<file path="src/rtl/masked_xor_arbiter.sv">
// masked_xor_arbiter: round-robin shared masked XOR lane (d shares x W bits) with one output register.
// Build option MXA_CLEAR_IDLE_EN zeroes the idle operand mux and clears a consumed result.
module masked_xor_arbiter #(
   parameter int d     = 2,
   parameter int W     = 32,
   parameter int BURST = 4
) (
   input  logic           clk,
   input  logic           syn_rst,
   input  logic           in0_valid,
   output logic           in0_ready,
   input  logic [d*W-1:0] in0_a,
   input  logic [d*W-1:0] in0_b,
   input  logic           in1_valid,
   output logic           in1_ready,
   input  logic [d*W-1:0] in1_a,
   input  logic [d*W-1:0] in1_b,
   output logic           out_valid,
   input  logic           out_ready,
   output logic [d*W-1:0] out_data,
   output logic           out_src
);

   localparam int CW = (BURST > 1) ? $clog2(BURST) : 1;
   localparam logic [CW-1:0] CNT_MAX = CW'(BURST - 1);
   localparam logic [CW-1:0] CNT_ONE = (BURST > 1) ? CW'(1) : CW'(0);

   logic           ptr_reg;
   logic           ptr_next;
   logic [CW-1:0]  cnt_reg;
   logic [CW-1:0]  cnt_next;
   logic           out_valid_reg;
   logic           out_src_reg;
   logic [d*W-1:0] out_data_reg;

   logic           slot_free;
   logic           grant0;
   logic           grant1;
   logic           take0;
   logic           take1;
   logic           xfer;
   logic           other_valid;
   logic [1:0]     sel;
   logic [d*W-1:0] mux_a;
   logic [d*W-1:0] mux_b;
   logic [d*W-1:0] xor_y;

   assign slot_free = ~out_valid_reg | out_ready;

   // A lone requester always wins; with both valid the pointer decides.
   assign grant0 = in0_valid & (~in1_valid | ~ptr_reg);
   assign grant1 = in1_valid & (~in0_valid | ptr_reg);

   assign take0 = grant0 & slot_free & ~syn_rst;
   assign take1 = grant1 & slot_free & ~syn_rst;
   assign xfer  = take0 | take1;

   assign in0_ready = take0;
   assign in1_ready = take1;

`ifdef MXA_CLEAR_IDLE_EN
   assign sel = {take1, take0};
`else
   assign sel = {take1, ~take1};
`endif

   // Whole-bus AND-OR mux: shares are never recombined here.
   assign mux_a = ({(d*W){sel[0]}} & in0_a) | ({(d*W){sel[1]}} & in1_a);
   assign mux_b = ({(d*W){sel[0]}} & in0_b) | ({(d*W){sel[1]}} & in1_b);

   generate
      for (genvar gi = 0; gi < d; gi++) begin : g_share
         (* keep_hierarchy = "yes" *)
         bin_XOR #(.W(W)) u_xor (
            .a (mux_a[gi*W +: W]),
            .b (mux_b[gi*W +: W]),
            .y (xor_y[gi*W +: W])
         );
      end
   endgenerate

   assign other_valid = take1 ? in0_valid : in1_valid;

   always_comb begin
      ptr_next = ptr_reg;
      cnt_next = cnt_reg;
      if (xfer) begin
         if (take1 == ptr_reg) begin
            // Burst exhausted: hand over only if the other side is waiting, else saturate.
            if (cnt_reg == CNT_MAX) begin
               if (other_valid) begin
                  ptr_next = ~ptr_reg;
                  cnt_next = '0;
               end
            end else begin
               cnt_next = cnt_reg + 1'b1;
            end
         end else begin
            ptr_next = take1;
            cnt_next = CNT_ONE;
         end
      end
   end

   always_ff @(posedge clk) begin
      if (syn_rst) begin
         ptr_reg       <= 1'b0;
         cnt_reg       <= '0;
         out_valid_reg <= 1'b0;
         out_src_reg   <= 1'b0;
         out_data_reg  <= '0;
      end else begin
         ptr_reg <= ptr_next;
         cnt_reg <= cnt_next;
         if (xfer) begin
            out_valid_reg <= 1'b1;
            out_src_reg   <= take1;
            out_data_reg  <= xor_y;
         end else if (out_ready) begin
            out_valid_reg <= 1'b0;
`ifdef MXA_CLEAR_IDLE_EN
            out_data_reg  <= '0;
`endif
         end
      end
   end

   assign out_valid = out_valid_reg;
   assign out_src   = out_src_reg;
   assign out_data  = out_data_reg;

endmodule

// One share of the lane; kept as its own instance so shares stay physically separate.
module bin_XOR #(
   parameter int W = 32
) (
   input  logic [W-1:0] a,
   input  logic [W-1:0] b,
   output logic [W-1:0] y
);
   assign y = a ^ b;
endmodule

</file>
<file path="config.mk">
export PLATFORM = sky130hd
export DESIGN_NAME = masked_xor_arbiter
export DESIGN_NICKNAME = d
export VERILOG_FILES = /design/src/rtl/masked_xor_arbiter.sv
export SDC_FILE = /design/constraint.sdc
export NUM_CORES = 1
export LEC_CHECK = 0
export BUFFER_PORTS_ARGS = -buffer_cell sky130_fd_sc_hd__buf_2
export CORE_AREA = 2 2 128 130
export CTS_BUF_LIST = sky130_fd_sc_hd__clkbuf_16
export DETAILED_ROUTE_END_ITERATION = 8
export DIE_AREA = 0 0 130 132
export PLACE_DENSITY = 0.76
export SLEW_MARGIN = 20
export SYNTH_ARGS = -nofsm -noshare
export SYNTH_HDL_FRONTEND = slang
export SYNTH_SLANG_ARGS = --single-unit
</file>
<file path="constraint.sdc">
create_clock -name clk -period 3.5 [get_ports clk]
set_input_delay 0.7 -clock clk [delete_from_list [all_inputs] [get_ports clk]]
set_output_delay 0.7 -clock clk [all_outputs]
set_load 0.005 [all_outputs]
</file>
==> qor.csv <==
stage,metric,value,unit
global_route,Overflow after GRT,0,
power_and_ir_drop,Power Total,2.529,mW
synth,Post-Syn Nets,816,
synth,number of synthesized register bits,69,
power_and_ir_drop,PwrDens,336.9,nW/µm²
timing,hold violation count in the final report,0,
global_route,Total GRT Usage,0.1848,
synth,post-synthesis adder-cell area fraction,0.006665,
synth,"EDFF count, synth",0,
clocking,clock-pin slew on the worst setup and hold paths,60,ps
cells_and_area,max reg flops,64,
timing,actual slew at the worst max-slew pin,971.9,ps
synth,"Primary FF master, synth",dfxtp_1,
worst_hold_path,Hold Crit Class,flop to flop,
synth,post-synthesis xor/xnor area fraction,0.09953,
floorplanning,Chip Height,132,µm
timing,fin crit share,0.7680,
clocking,Longest Clk Path Bufs,2,
placement,RePlAce Congestion,0.7884,
global_route,first-pass GRT wire length,25580,µm
timing,Slew Limit Fails,0,
outcome,status,finished clean,
clocking,post-CTS sizing,0,
timing,PnR worst setup slack,811.9,ps
setup_path,Crit. End Element,output port,
routing,Routed met1 length,6396,µm
floorplanning,Row Count,46,
global_route,vias in the first global route,5507,
synth,Synth Area in Simple Gates,0.08665,
floorplanning,Starting Density,0.3584,
synth,"Seq/Total Area, Yosys",0.2453,
cells_and_area,"Area growth, synth to finish",33.28,%
placement,number of port buffers,328,
routing,DRT Pass-1 Iters,4,
timing,Final setup viols,0,
synth,area of the mapped netlist,5632,µm²
synth,count of cell types in the netlist,29,
setup_path,CP required,2800,ps
clocking,setup bufs post-CTS,0,
setup_path,Startpoint Class,input port,
synth,Post-Synthesis Cells,552,
timing,clock skew,4.525,ps
cells_and_area,share of post-route cells with drive strength above 1,0.5784,
setup_path,CP arrival,1990,ps
setup_path,CP max-delay cell,and4_4,
floorplanning,I/O pins,329,
timing,slew margin rel.,0.3520,
routing,DRC,0,
timing,"Min Clock Period, post-route",2688,ps
routing,WL/cell,15.54,µm
placement,placed cells,1042,
cells_and_area,"non-filler cells, final",1058,
clocking,worst skew pair latency,330,ps
cells_and_area,Nets,1101,
synth,Compound-Gate Fraction of Synth Area,0.1520,
setup_path,CP Max Fanout,38,
routing,routed length on met3,1051,µm
cells_and_area,n_diodes,0,
setup_path,CP top delay family,buffers and inverters,
floorplanning,Die X,130,µm
routing,met2 routed WL,8544,µm
synth,Synth async-reset ratio,0,
routing,routed via count,5370,
synth,mux cell area share after synthesis,0.3261,
power_and_ir_drop,worst vdd ir,207.3,µV
clocking,number of buffers created by CTS,9,
setup_path,CP cell instances,buf_2 > nand2b_1 > and4_4 > buf_12 > buf_2,
clocking,cts hold-fix bufs,0,
setup_path,CP Class,input port to output port,
clocking,H-tree depth,3,
timing,max frequency,372.0,MHz
placement,hpwl dp,12020,µm
clocking,Clock Sinks,69,
placement,pre-CTS worst setup slack,771.2,ps
clocking,CTS root buffer,clkbuf_16,
global_route,initial antenna violation count,0,
routing,initial drt markers,256,
synth,largest family of logic cells by synthesized area,multiplexers,
setup_path,crit path buf inv count,3,
timing,RSZ-0062 raised after global routing,no,
floorplanning,CORE AREA,15710,µm²
setup_path,"Largest stage delay, worst path",530,ps
routing,DR top layer,met4,
synth,synth warn,0,
global_route,largest net degree at the start of global routing,79,
synth,syn avg cell area,10.20,µm²
timing,setup TNS,0,ps
routing,drt total wl,16440,µm
flow_run,max-cap violations,0,
clocking,CTS tree,yes,
routing,Vias/cell,5.076,
routing,Final ANT Viol Nets,0,
setup_path,Most common cell on crit path,buf_2,
power_and_ir_drop,Leak,3.661,nW
floorplanning,full die area,17160,µm²
## cell usage after synthesis (all sizes together) (2+ instances only)
cell type    n  area [µm²]
a21oi       66       330.3
buf         36       344.1
clkbuf      30       112.6
dfxtp       69        1381
ha           3       37.54
inv          4       15.01
mux2       128        1817
mux2i        2       20.02
nand2        3       11.26
nand2b       3       18.77
nand4       64       400.4
nor2         4       15.01
nor2b        2       12.51
o21ai        2       10.01
o31ai       64       480.5
xor2        64       560.5
## cell usage in the layout, fill, tap and decap left out
cell and instances:
nor2_1 3, a31oi_1 1, mux2i_1 2, a2111oi_0 1, nand4_1 64, nand2b_2 1, o21ai_0 2, a2111o_1 1
o31ai_1 64, inv_1 5, nand3_1 1, nand2_1 3, bufinv_16 1, clkinv_1 1, ha_1 3, dfxtp_1 69
o311ai_0 1, nor2_4 1, a21oi_1 66, or2_2 1, clkbuf_16 9, mux2_2 28, nor2b_4 1, mux2_4 100
clkinv_2 2, clkinvlp_4 1, nor2b_1 1, inv_2 1, buf_4 11, buf_12 2, xor2_1 64, buf_2 327
and4_4 1, nand2b_1 2, or4_1 1
## cell families (layout without fill, tap and decap cells)
family / Yosys count / count (layout)
AOI/OAI and AO/OA: 136 / 136
adders and majority gates: 3 / 3
and+or+nand+nor: 80 / 80
buffers and inverters: 70 / 360
DFF: 69 / 69
muxes: 130 / 130
xor gates and xnor gates: 64 / 64
## worst paths after layout
path                                   start      endpoint  slack (ps)  cells after the start
worst max-delay path               in0_valid     in1_ready         810                      5
worst max register to register       ptr_reg  out_data[49]        1200                      7
worst min register to register  out_data[11]  out_data[11]         470                      2
worst min-delay path            out_data[11]  out_data[11]         470                      2
## layout make-up
| type | instances | area [µm²] |
|---|---|---|
| Clock buffer | 9 | 225.2 |
| Fill cell | 1519 | 8207 |
| Inverter | 4 | 15.01 |
| Sequential cell | 69 | 1381 |
| Timing Repair Buffer | 340 | 1759 |
| Tap cell | 216 | 270.3 |
| Clock inverter | 7 | 58.81 |
| Multi-Input combinational cell | 413 | 3796 |
## through the flow
step           utilization  cell area [µm²]  hold WS [ps]
6_report            0.4777             7506         465.3
3_3_place_gp        0.4596             7222         451.0
2_1_floorplan            -             5632         441.8
3_5_place_dp        0.4596             7222         458.0
4_1_cts             0.4777             7506         465.6
5_1_grt             0.4777             7506         482.7
## worst register-to-register path, cell delays in order, from the launching register on
cell and delay (ps):
dfxtp_1 360, nand2b_1 140, and4_4 530, buf_12 330
mux2_2 390, xor2_1 210, nand4_1 100, a21oi_1 160
## metal layers
metal	track usage	up-vias
met5	0	-
met4	0.08124	0
met3	0.03856	34
met2	0.3467	217
met1	0.1947	2458
li1	-	2661
## power by group
| part | total [mW] | switching, mW | leakage [nW] | internal [mW] |
|---|---|---|---|---|
| Sequential | 0.885 | 0.0335 | 0.566 | 0.852 |
| Combinational | 0.769 | 0.347 | 2.95 | 0.422 |
| Clock | 0.874 | 0.334 | 0.145 | 0.541 |
Power figures use the tool's default switching activity.
